File: src/rtl/cmos_pkg.sv
// Shared types and widths for the CMOS DVP byte-to-pixel packer.
package cmos_pkg;

    localparam int unsigned CNT_W  = 12;
    localparam int unsigned SKIP_W = 4;
    localparam int unsigned PIX_W  = 16;
    localparam int unsigned BYTE_W = 8;

    typedef enum logic [1:0] {
        ST_IDLE = 2'd0,
        ST_SKIP = 2'd1,
        ST_RUN  = 2'd2
    } dvp_state_t;

    // Saturating increment for the 12-bit pixel and line counters.
    function automatic logic [CNT_W-1:0] sat_inc(input logic [CNT_W-1:0] v);
        return (v == {CNT_W{1'b1}}) ? v : v + CNT_W'(1);
    endfunction

endpackage

File: src/rtl/cmos_dvp_pack.sv
// DVP byte stream to RGB565 pixel packer with start-up frame skipping.
// Optional CMOS_DVP_STAT_EN adds line_len / frame_lines statistics outputs.
module cmos_dvp_pack
    import cmos_pkg::*;
#(
    parameter logic [SKIP_W-1:0] SKIP_FRAMES = 4'd10,
    parameter logic [CNT_W-1:0]  H_PIX       = 12'd640,
    parameter logic              HI_FIRST    = 1'b1
) (
    input  logic              pixel_clk,
    input  logic              rst_n,
    input  logic [BYTE_W-1:0] cmos_data,
    input  logic              cmos_href,
    input  logic              cmos_vsync,
    output logic [PIX_W-1:0]  pdata_o,
    output logic              de_o,
    output logic              vs_o,
    output logic              frame_ok,
    output logic              line_err
`ifdef CMOS_DVP_STAT_EN
    ,
    output logic [CNT_W-1:0]  line_len,
    output logic [CNT_W-1:0]  frame_lines
`endif
);

    logic [BYTE_W-1:0] data_d1;
    logic              href_d1;
    logic              vsync_d1;
    logic              href_q;
    logic              vsync_q;
    logic              phase;
    logic [BYTE_W-1:0] byte_lat;
    logic [CNT_W-1:0]  pix_cnt;

    dvp_state_t        state;
    dvp_state_t        state_next;
    logic [SKIP_W-1:0] skip_cnt;
    logic [SKIP_W-1:0] skip_cnt_next;

    logic byte_vld;
    logic pair_done;
    logic vs_rise;
    logic href_rise;
    logic href_fall;
    logic run_next;

    // Bytes count only while href is high outside vsync.
    assign byte_vld  = href_d1 && !vsync_d1;
    assign pair_done = byte_vld && phase;
    assign vs_rise   = vsync_d1 && !vsync_q;
    assign href_rise = href_d1 && !href_q;
    assign href_fall = !href_d1 && href_q;
    // Gate on the upcoming state so vs_o is complete on the first RUN frame.
    assign run_next  = (state_next == ST_RUN);

    // State register.
    always_ff @(posedge pixel_clk or negedge rst_n) begin
        if (!rst_n) begin
            state    <= ST_IDLE;
            skip_cnt <= '0;
        end else begin
            state    <= state_next;
            skip_cnt <= skip_cnt_next;
        end
    end

    // Frame gating: discard SKIP_FRAMES whole frames after reset.
    always_comb begin
        state_next    = state;
        skip_cnt_next = skip_cnt;
        case (state)
            ST_IDLE: begin
                if (vs_rise) begin
                    skip_cnt_next = '0;
                    state_next    = (SKIP_FRAMES == '0) ? ST_RUN : ST_SKIP;
                end
            end
            ST_SKIP: begin
                if (vs_rise) begin
                    if ((skip_cnt + SKIP_W'(1)) == SKIP_FRAMES) begin
                        state_next = ST_RUN;
                    end else begin
                        skip_cnt_next = skip_cnt + SKIP_W'(1);
                    end
                end
            end
            ST_RUN: begin
                state_next = ST_RUN;
            end
            default: begin
                state_next = ST_IDLE;
            end
        endcase
    end

    // Input stage, byte phase, first-byte latch and pixel counter.
    always_ff @(posedge pixel_clk or negedge rst_n) begin
        if (!rst_n) begin
            data_d1  <= '0;
            href_d1  <= 1'b0;
            vsync_d1 <= 1'b0;
            href_q   <= 1'b0;
            vsync_q  <= 1'b0;
            phase    <= 1'b0;
            byte_lat <= '0;
            pix_cnt  <= '0;
        end else begin
            data_d1  <= cmos_data;
            href_d1  <= cmos_href;
            vsync_d1 <= cmos_vsync;
            href_q   <= href_d1;
            vsync_q  <= vsync_d1;
            phase    <= byte_vld ? ~phase : 1'b0;
            if (byte_vld && !phase) begin
                byte_lat <= data_d1;
            end
            if (href_rise) begin
                pix_cnt <= '0;
            end else if (pair_done) begin
                pix_cnt <= sat_inc(pix_cnt);
            end
        end
    end

    // Registered outputs; a trailing unpaired byte never reaches pdata_o.
    always_ff @(posedge pixel_clk or negedge rst_n) begin
        if (!rst_n) begin
            pdata_o  <= '0;
            de_o     <= 1'b0;
            vs_o     <= 1'b0;
            frame_ok <= 1'b0;
            line_err <= 1'b0;
        end else begin
            de_o     <= run_next && pair_done;
            vs_o     <= run_next && vsync_d1;
            frame_ok <= run_next;
            line_err <= run_next && href_fall && (phase || (pix_cnt != H_PIX));
            if (run_next && pair_done) begin
                pdata_o <= HI_FIRST ? {byte_lat, data_d1} : {data_d1, byte_lat};
            end
        end
    end

`ifdef CMOS_DVP_STAT_EN
    logic [CNT_W-1:0] line_cnt;

    // Line length at each href fall; line count per frame at each vsync rise.
    always_ff @(posedge pixel_clk or negedge rst_n) begin
        if (!rst_n) begin
            line_len    <= '0;
            frame_lines <= '0;
            line_cnt    <= '0;
        end else begin
            if (href_fall) begin
                line_len <= pix_cnt;
            end
            if (vs_rise) begin
                frame_lines <= line_cnt;
                line_cnt    <= href_rise ? CNT_W'(1) : '0;
            end else if (href_rise) begin
                line_cnt <= sat_inc(line_cnt);
            end
        end
    end
`endif

endmodule

File: config.mk
export PLATFORM = sky130hd
export DESIGN_NAME = cmos_dvp_pack
export DESIGN_NICKNAME = d
export VERILOG_FILES = /design/src/rtl/cmos_pkg.sv /design/src/rtl/cmos_dvp_pack.sv
export SDC_FILE = /design/constraint.sdc
export NUM_CORES = 1
export LEC_CHECK = 0
export ABC_AREA = 1
export ABC_CLOCK_PERIOD_IN_PS = 2100
export CAP_MARGIN = 20
export CORE_MARGIN = 2
export CORE_UTILIZATION = 57
export CTS_BUF_LIST = sky130_fd_sc_hd__clkbuf_8
export DETAILED_ROUTE_END_ITERATION = 12
export PLACE_DENSITY_LB_ADDON = 0.2
export SLEW_MARGIN = 20
export SYNTH_ARGS = -nofsm -noshare
export SYNTH_HDL_FRONTEND = slang
export SYNTH_SLANG_ARGS = --single-unit
File: constraint.sdc
create_clock -name pixel_clk -period 2.1 [get_ports pixel_clk]
set_clock_uncertainty 0.2 [all_clocks]
set_input_delay 0.21 -clock pixel_clk [delete_from_list [all_inputs] [get_ports pixel_clk]]
set_output_delay 0.21 -clock pixel_clk [all_outputs]
set_load 0.02 [all_outputs]
Word level (Yosys, flattened, before mapping)
Index checks and enable logic that the tools add are counted.
{"block": "totals", "regBits": 59, "input_bits": 12, "out_inout_bits": 20, "word_cells": 61}
{"block": "classes", "add_sub_neg": 2, "n_eq_ne": 10, "mux": 12, "bitwise": 1, "n_reduce_logical": 21}
{"cell": "$mux 12", "n": 3}
{"cell": "$add 12x1->12 const B", "n": 1}
{"cell": "$eq 12x12->1 const B", "n": 1}
{"cell": "$mux 4", "n": 3}
{"cell": "$ne 12x10->1 const B", "n": 1}
{"cell": "$logic_and 1x1->1", "n": 10}
{"cell": "$ne 2x2->1 const B", "n": 4}
{"cell": "$pmux 4 s2", "n": 1}
{"cell": "$mux 2", "n": 3}
{"cell": "$pmux 2 s3", "n": 1}
{"cell": "$logic_not 1->1", "n": 5}
{"cell": "$add 4x1->4 const B", "n": 1}
{"cell": "$eq 2x2->1 const B", "n": 2}
{"cell": "$eq 4x4->1 const B", "n": 1}
{"cell": "$reduce_and 4->1", "n": 1}
{"cell": "$reduce_bool 2->1", "n": 2}
{"cell": "$eq 2x1->1 const B", "n": 1}
{"cell": "$logic_not 2->1", "n": 1}
{"cell": "$reduce_and 2->1", "n": 1}
{"cell": "$logic_or 1x1->1", "n": 1}
{"cell": "$mux 1", "n": 1}
{"cell": "$not 1->1", "n": 1}

Longest topological paths before layout
Gate-level depths: netlist of run 1.
{"block": "depth", "depth_word": 8, "mapped_depth": 11, "ltp_nobuf": 10}

Worst setup path before layout of run 1
OpenSTA, ideal clock, no wires.
{"block": "synth_path", "path_kind": "register to register", "start": "register skip_cnt[0]", "end": "register pdata_o[10]", "setup_ns": 0.117, "arrival_time_ns": 1.425, "required_ns": 1.783, "path_slack_ns": 0.358, "stages_incl_launch_ff": 11, "path_buffers": 1, "period_less_slack_ns": 1.742, "cell_sequence": "dfrtp_1 > ha_1 > nand2_1 > nand3_1 > nor2_2 > nand3_2 > nand2_4 > nand2_4 > buf_6 > nand2_1 > nand2_1"}
{"block": "synth_between", "elab_chain_cells": 7}
{"item": "start: declaration", "line": "cmos_dvp_pack.sv:38", "text": "logic [SKIP_W-1:0] skip_cnt;"}
{"item": "start signal: assignment", "line": "cmos_dvp_pack.sv:64", "text": "skip_cnt <= skip_cnt_next;"}
{"item": "$add 4x1->4", "line": "cmos_dvp_pack.sv:81", "text": "if ((skip_cnt + SKIP_W'(1)) == SKIP_FRAMES) begin"}
{"item": "$eq 4x4->1", "line": "cmos_dvp_pack.sv:81"}
{"item": "$mux 2", "line": "cmos_dvp_pack.sv:81"}
{"item": "$mux 2", "line": "cmos_dvp_pack.sv:80", "text": "if (vs_rise) begin"}
{"item": "$pmux 2 s3", "line": "cmos_dvp_pack.sv:72", "text": "case (state)"}
{"item": "$eq 2x2->1", "line": "cmos_dvp_pack.sv:55", "text": "assign run_next = (state_next == ST_RUN);"}
{"item": "$logic_and 1x1->1", "line": "cmos_dvp_pack.sv:139", "text": "if (run_next && pair_done) begin"}
{"item": "end signal: assignment", "line": "cmos_dvp_pack.sv:140", "text": "pdata_o <= HI_FIRST ? {byte_lat, data_d1} : {data_d1, byte_lat};"}
{"item": "end: declaration", "line": "cmos_dvp_pack.sv:15", "text": "output logic [PIX_W-1:0] pdata_o,"}
Every way passes these cells.
A chain may end at the register's enable or synchronous reset.

Worst setup path after layout of run 1
{"block": "layout_path", "start": "register skip_cnt[0]", "end": "register pdata_o[4]"}
Same word-level chain as after synthesis.

==> parameters.txt, run 1 <==
Parameter                              Value

CTS
  Worst-path clk slew ... 60 ps
  CTS tree ... done
  Number of CTS-inserted buffers ... 9
  Worst-Skew Late Latency ... 340 ps
  Depth of the CTS H-tree ... 3
  Clk Tree Root Cell ... sky130_fd_sc_hd__clkbuf_8
  Clock sink count ... 59
  Max Root-Sink Buffers ... 2

Worst hold path
  Worst hold start ... cmos_data[2]
  Worst min-delay path category ... in2reg

Critical path
  Required time at the endpoint of the critical path ... 2130 ps
  R2r startpoint ... skip_cnt[0]
  Setup slack on the worst flop-to-flop path ... 180 ps
  Critical path origin ... skip_cnt[0]
  Critical Setup Path Class ... reg2reg
  Endpoint arrival time on the critical path ... 1950 ps
  Worst Setup Start Kind ... flop
  Category of the worst setup path capture point ... flop
  Most frequent cell on the critical path ... sky130_fd_sc_hd__nand2_1
  Cell Chain, Critical Path ... ha_1, nand2_1, nand3_1, nor2_2, nand3_2, nand2_8, nand2_4, nand2_1, nand2_1
  Slowest cell on crit path ... sky130_fd_sc_hd__dfrtp_1
  Crit-path max cell delay ... 430 ps
  Buffer and inverter count on the worst path ... 0
  Cell family contributing the most delay on the critical path ... simple AND/OR/NAND/NOR gates
  Highest fanout seen on the critical path ... 17

Power
  Worst IR Drop VDD ... 0.000603 V
  PnR Total Power ... 3060 uW
  Static leakage ... 0.00165 uW
  Total power per unit cell area ... 950 nW/um^2

Synth
  Async SR Flop Fraction ... 100%
  Seq cells post-synth ... 59
  Syn Nets ... 309
  Sequential share of the synthesized area ... 57.8%
  Number of distinct library cells after synthesis ... 26
  Mean Syn Cell Area ... 8.72 sq um
  Total standard cell area after synthesis ... 2560 sq um
  Top FF cell, synth ... sky130_fd_sc_hd__dfrtp_1
  Cell count after synthesis ... 293
  Number of enable-type register cells in the synthesized netlist ... 0
  Yosys synthesis warning count ... 0

Drt
  Drt first pass iters ... 4
  DRC violation count after routing ... 0
  Via-to-Cell Ratio ... 5.13
  Count of vias placed by the detailed router ... 2058
  Antenna-violating nets left ... 0
  Initial DRC Count ... 117
  Wirelength per Cell ... 12.6 um
  Detailed Route WL ... 5.05 mm

Placement
  HPWL after detailed placement ... 3.36 mm
  # placed instances ... 379
  Placer congestion estimate ... 0.867
  PortBufs ... 31
  Placement Cell Area ... 2950 sq um

Timing
  Final slew viol count ... 0
  Time the final worst path needs with I/O delays and setup ... 1920 ps
  Transition time of the tightest slew-check pin ... 708 ps
  Setup_tns ... 0 ps
  Max-slew headroom ... 52.8%
  Endpoints failing hold ... 0
  RSZ-0062 raised after global routing ... false
  Setup violators final ... 0
  Period utilization ... 91.5%
  Highest clock rate ... 521 MHz

Final layout
  Fraction of final layout cells sized beyond drive strength 1 ... 10.0%
  Final design area excluding fillers ... 3230 sq um
  Total Nets Final ... 360
  Antenna cell count ... 0
  Area delta synth->final ... 26.2%
  Non-filler cells in the finished layout ... 401

Floorplan
  Starting density of the core ... 59.1%
  Overall die area ... 5040 sq um
  Ports ... 32
  Die Y-Extent ... 71.0 um
  Horizontal extent of the die ... 71.0 um
  Core box area ... 4320 sq um
  Number of placement rows ... 24

Outcome
  Result of the run ... finished clean

Global route
  Overflow left after global routing ... 0
  Global-route wire length before repair ... 8.67 mm
  Initial antenna violation count ... 0
  Largest net degree at the start of global routing ... 60
  Via count of the first global-routing pass ... 1981
  GR Util All Layers ... 22.4%

Run
  Number of max-cap violations ... 0
worst register-to-register path, cell delays in order (launching register included):
cell	delay [ps]
sky130_fd_sc_hd__dfrtp_1	430
sky130_fd_sc_hd__ha_1	230
sky130_fd_sc_hd__nand2_1	90
sky130_fd_sc_hd__nand3_1	120
sky130_fd_sc_hd__nor2_2	140
sky130_fd_sc_hd__nand3_2	150
sky130_fd_sc_hd__nand2_8	160
sky130_fd_sc_hd__nand2_4	140
sky130_fd_sc_hd__nand2_1	90
sky130_fd_sc_hd__nand2_1	50
worst paths after layout:
kind,cells past startpoint,endpoint
min reg2reg,0,vsync_q
max in group asynchronous,3,pix_cnt[0]
max reg2reg,9,pdata_o[4]
max,9,pdata_o[4]
min,1,data_d1[2]
min in group asynchronous,3,skip_cnt[1]
cell families after synthesis:
kind of cell             after synthesis  share of synthesized area [%]
buffers and inverters                 29                           4.94
flip-flops                            59                           57.8
adder cells (fa/ha/maj)                4                           1.96
XOR/XNOR                               7                           2.40
AO/OA/AOI/OAI                         12                           2.64
AND/OR/NAND/NOR                      182                           30.3
repair_timing:
action | in CTS | in global routing
setup endpoints to repair | 0 | 16
gates resized for setup | 0 | 1
hold buffers | 1 | 0
hold endpoints to repair | 59 | 0
setup buffers | 0 | 5
area by class of cell:
type / count / area (sq um)
clock buffers: 10 / 138
clock inverters: 6 / 81.3
fillers: 311 / 1100
inverters: 24 / 90.1
multi-input cells: 205 / 962
flip-flops and latches: 59 / 1480
well taps: 52 / 65.1
repair buffers: 45 / 413
synthesized netlist by cell type (2+ instances only):
| master | number | area [sq um] |
|---|---|---|
| sky130_fd_sc_hd__dfrtp_1 | 59 | 1480 |
| sky130_fd_sc_hd__nand2_1 | 117 | 439 |
| sky130_fd_sc_hd__buf_2 | 2 | 10.0 |
| sky130_fd_sc_hd__nor2_1 | 21 | 78.8 |
| sky130_fd_sc_hd__nor4_1 | 2 | 12.5 |
| sky130_fd_sc_hd__inv_1 | 22 | 82.6 |
| sky130_fd_sc_hd__buf_4 | 2 | 15.0 |
| sky130_fd_sc_hd__xor2_1 | 6 | 52.6 |
| sky130_fd_sc_hd__ha_1 | 4 | 50.1 |
| sky130_fd_sc_hd__o21ai_0 | 9 | 45.0 |
| sky130_fd_sc_hd__nand4_1 | 5 | 31.3 |
| sky130_fd_sc_hd__nand3_1 | 29 | 145 |
| sky130_fd_sc_hd__nand2_4 | 2 | 22.5 |
registers in the layout (all words and copies together) (netlist names):
name      count
state         2
de_o          1
frame_ok      1
line_err      1
phase         1
vs_o          1
pix_cnt      12
data_d1       8
href_q        1
byte_lat      8
vsync_q       1
href_d1       1
vsync_d1      1
skip_cnt      4
pdata_o      16
power by group:
part,switching [uW],internal [uW],total (uW)
clock,433,691,1120
sequential,103,1270,1380
combinational,323,240,563
total,859,2200,3060
per-stage QoR:
stage	utilization, %	hold slack, ps	setup WS [ps]
floorplan	-	-286	358
global placement	68.2	187	257
detailed placement	68.2	185	139
CTS	73.5	91.8	105
global route	74.6	96.1	41.6
finish	74.6	96.9	179
cells in the final DEF (no fill, tap or decap):
cell type | synthesis | layout
sky130_fd_sc_hd__nand2_1 | 117 | 117
sky130_fd_sc_hd__dfrtp_1 | 59 | 59
sky130_fd_sc_hd__clkdlybuf4s50_1 | 0 | 30
sky130_fd_sc_hd__nand3_1 | 29 | 29
sky130_fd_sc_hd__inv_1 | 22 | 24
sky130_fd_sc_hd__nor2_1 | 21 | 21
sky130_fd_sc_hd__buf_4 | 2 | 13
sky130_fd_sc_hd__clkbuf_8 | 0 | 10
sky130_fd_sc_hd__o21ai_0 | 9 | 9
sky130_fd_sc_hd__xor2_1 | 6 | 6
sky130_fd_sc_hd__nand4_1 | 5 | 5
sky130_fd_sc_hd__ha_1 | 4 | 4
sky130_fd_sc_hd__nor4_1 | 2 | 2
sky130_fd_sc_hd__bufinv_16 | 0 | 2
sky130_fd_sc_hd__or2_1 | 1 | 1
sky130_fd_sc_hd__nor2_2 | 1 | 1
sky130_fd_sc_hd__nand3_2 | 1 | 1
sky130_fd_sc_hd__nand2_8 | 0 | 1
sky130_fd_sc_hd__a22o_1 | 1 | 1
sky130_fd_sc_hd__nor3_2 | 1 | 1
sky130_fd_sc_hd__clkinv_1 | 1 | 1
sky130_fd_sc_hd__nand2_4 | 2 | 1
sky130_fd_sc_hd__nor3_1 | 1 | 1
sky130_fd_sc_hd__inv_2 | 1 | 1
sky130_fd_sc_hd__a31o_2 | 1 | 1
sky130_fd_sc_hd__nand3b_1 | 1 | 1
sky130_fd_sc_hd__xnor2_1 | 1 | 1
sky130_fd_sc_hd__o21ai_1 | 1 | 1
sky130_fd_sc_hd__clkinv_2 | 0 | 1
sky130_fd_sc_hd__clkinv_4 | 0 | 1
sky130_fd_sc_hd__dlygate4sd3_1 | 0 | 1
sky130_fd_sc_hd__buf_2 | 2 | 1
routing by layer:
metal,routed length (um),vias up,track usage (%)
met5,0,-,0
met2,2320,74,33.3
met4,107,0,13.4
met1,2330,947,29.6
met3,287,12,5.98
li1,-,1025,-
Note: power is estimated with default switching activity, not from simulation.
==> inputs of run 2 (changes only) <==
--- a/config.mk
+++ b/config.mk
@@ -6,10 +6,10 @@
 export NUM_CORES = 1
 export LEC_CHECK = 0
 export ABC_AREA = 1
-export ABC_CLOCK_PERIOD_IN_PS = 2100
+export ABC_CLOCK_PERIOD_IN_PS = 2500
 export CAP_MARGIN = 20
 export CORE_MARGIN = 2
-export CORE_UTILIZATION = 57
+export CORE_UTILIZATION = 60
 export CTS_BUF_LIST = sky130_fd_sc_hd__clkbuf_8
 export DETAILED_ROUTE_END_ITERATION = 12
 export PLACE_DENSITY_LB_ADDON = 0.2
==> constraint.sdc (replaced) <==
create_clock -name pixel_clk -period 2.5 [get_ports pixel_clk]
set_clock_uncertainty 0.2 [all_clocks]
set_input_delay 0.25 -clock pixel_clk [delete_from_list [all_inputs] [get_ports pixel_clk]]
set_output_delay 0.25 -clock pixel_clk [all_outputs]
set_load 0.02 [all_outputs]
==> run 2 against run 1 <==
Clock power fell by 21%. Critical path type unchanged. Via count fell by 0.29%. Critical path depth is 1 lower. Sequential share of layout area increased by 1.7 points.
==> parameters.txt, run 2 (same netlist as run 1, synthesis figures left out) <==
Parameter                              Value

Timing
  RSZ-0062 raised after global routing ... false
  Period utilization ... 81.3%
  Final slew viol count ... 0
  Max-slew headroom ... 52.8%
  Setup violators final ... 0
  Endpoints failing hold ... 0
  Transition time of the tightest slew-check pin ... 708 ps
  Highest clock rate ... 492 MHz
  Tightest hold margin ... 150 ps
  Setup_tns ... 0 ps
  Time the final worst path needs with I/O delays and setup ... 2030 ps

Power
  Relative contribution of the clock network to total power ... 35.6%
  Static leakage ... 0.00158 uW
  Worst IR Drop VDD ... 0.000565 V
  Combinational share of power ... 17.9%
  PnR Total Power ... 2480 uW
  Switching Power ... 690 uW
  Total power per unit cell area ... 798 nW/um^2
  Sequential group share of total power ... 46.5%
  Net switching share of the total power ... 27.8%
  Total internal power ... 1790 uW

Final layout
  Top flop regs ... pdata_o: 16 flops, pix_cnt: 12 flops
  Register name with the most flops ... pdata_o
  Highest-count cells in the layout ignoring fill and taps ... sky130_fd_sc_hd__nand2_1 (117), sky130_fd_sc_hd__dfrtp_1 (59), sky130_fd_sc_hd__clkdlybuf4s50_1 (30)
  Number of fill cells ... 303
  Flip-flop count of the largest register after layout ... 16
  Area delta synth->final ... 21.6%
  Fraction of final layout cells sized beyond drive strength 1 ... 6.55%
  Antenna cell count ... 0
  Most common cell after layout, fill and taps aside ... sky130_fd_sc_hd__nand2_1
  Total Nets Final ... 349
  Non-filler cells in the finished layout ... 386

Drt
  Detailed-routing wirelength on met1 ... 2.37 mm
  Initial DRC Count ... 151
  Drt first pass iters ... 4
  Antenna-violating nets left ... 0
  Count of vias placed by the detailed router ... 2052
  Top Layer Used ... met4
  Routed length on met2 ... 2.51 mm
  Via-to-Cell Ratio ... 5.32
  DRC violation count after routing ... 0
  Wirelength per Cell ... 13.5 um
  Detailed Route WL ... 5.19 mm
  Total length of routed met3 wires ... 277 um

Critical path
  Cell family contributing the most delay on the critical path ... simple AND/OR/NAND/NOR gates
  Worst Setup Start Kind ... flop
  Highest fanout seen on the critical path ... 14
  Required time at the endpoint of the critical path ... 2530 ps
  Most frequent cell on the critical path ... sky130_fd_sc_hd__nand2_1
  Slowest cell on crit path ... sky130_fd_sc_hd__dfrtp_1
  Buffer and inverter count on the worst path ... 1
  Endpoint arrival time on the critical path ... 2060 ps
  Cell Chain, Critical Path ... ha_1, nand2_1, nor2_1, nand4_1, nand2_1, inv_2, nand2_1, nand2_1
  Crit-path max cell delay ... 410 ps
  Critical Setup Path Class ... reg2reg
  Category of the worst setup path capture point ... flop

Floorplan
  Starting density of the core ... 63.0%
  Horizontal extent of the die ... 69.3 um
  Number of placement rows ... 23
  Overall die area ... 4800 sq um
  Die Y-Extent ... 69.3 um
  Ports ... 32
  Core box area ... 4060 sq um

Placement
  # placed instances ... 371
  HPWL after detailed placement ... 3.42 mm
  Placer congestion estimate ... 0.880
  PortBufs ... 31

CTS
  Number of buffers inserted to repair setup after CTS ... 0
  Max Root-Sink Buffers ... 2
  Clk Tree Root Cell ... sky130_fd_sc_hd__clkbuf_8
  Number of CTS-inserted buffers ... 9
  Clock sink count ... 59
  CTS tree ... done
  Depth of the CTS H-tree ... 3
  Worst-Skew Late Latency ... 340 ps
  Cells resized by post-CTS repair ... 0
  Worst-path clk slew ... 60 ps

Global route
  GR Util All Layers ... 24.1%
  Initial antenna violation count ... 0
  Via count of the first global-routing pass ... 1972
  Overflow left after global routing ... 0
  Largest net degree at the start of global routing ... 60
  Global-route wire length before repair ... 9.05 mm

Worst hold path
  Worst min-delay path category ... in2reg

Outcome
  Result of the run ... finished clean

Run
  Number of max-cap violations ... 0
run 2: cell count changes in the layout (fill, tap and decap cells not counted):
cell | previous run | this run
sky130_fd_sc_hd__nand2_4 | 1 | 2
sky130_fd_sc_hd__clkbuf_8 | 10 | 9
sky130_fd_sc_hd__buf_4 | 13 | 2
sky130_fd_sc_hd__nand2_8 | 1 | 0
sky130_fd_sc_hd__clkinv_4 | 1 | 0
run 2: power groups by stage:
stage | Combinational, uW | Sequential, uW | Clock, uW
floorplan | 220 | 1210 | 0
global placement | 433 | 1160 | 0
detailed placement | 444 | 1170 | 0
CTS | 450 | 1150 | 897
global route | 504 | 1170 | 952
finish | 445 | 1150 | 883
run 2: layout make-up:
class	instances	area [sq um]	area share, %
Clock inverter	5	72.6	2.33
Multi-Input combinational cell	205	953	30.7
Inverter	24	90.1	2.90
Sequential cell	59	1480	47.5
Clock buffer	9	124	3.98
Timing Repair Buffer	34	330	10.6
Tap cell	50	62.6	2.01
run 2: what timing repair did:
action,CTS,global route
endpoints found under the setup margin,0,0
endpoints found under the hold margin,59,0
hold buffers,1,0
run 2: worst paths after layout:
kind / startpoint / endpoint / slack, ps / depth (start not counted)
hold / removal: cmos_data[0] / data_d1[0] / 150 / 1
min in group asynchronous: rst_n / skip_cnt[3] / 380 / 3
hold reg to reg: vsync_d1 / vsync_q / 260 / 0
setup reg to reg: pix_cnt[0] / pix_cnt[7] / 470 / 8
max in group asynchronous: rst_n / pix_cnt[2] / 1250 / 3
setup / recovery: pix_cnt[0] / pix_cnt[7] / 470 / 8
run 2: metrics by stage:
step / setup slack [ps] / util, % / instance area, sq um
floorplan: 758 / - / 2560
global placement: 560 / 71.5 / 2900
detailed placement: 498 / 71.5 / 2900
CTS: 475 / 76.6 / 3110
global route: 262 / 76.6 / 3110
finish: 468 / 76.6 / 3110
run 2: per-layer routing:
metal  GRT usage [%]  vias to the layer above
met5               0                        -
met4            11.8                        0
met3            6.83                        5
met2            35.8                       68
met1            32.8                      974
li1                -                     1005
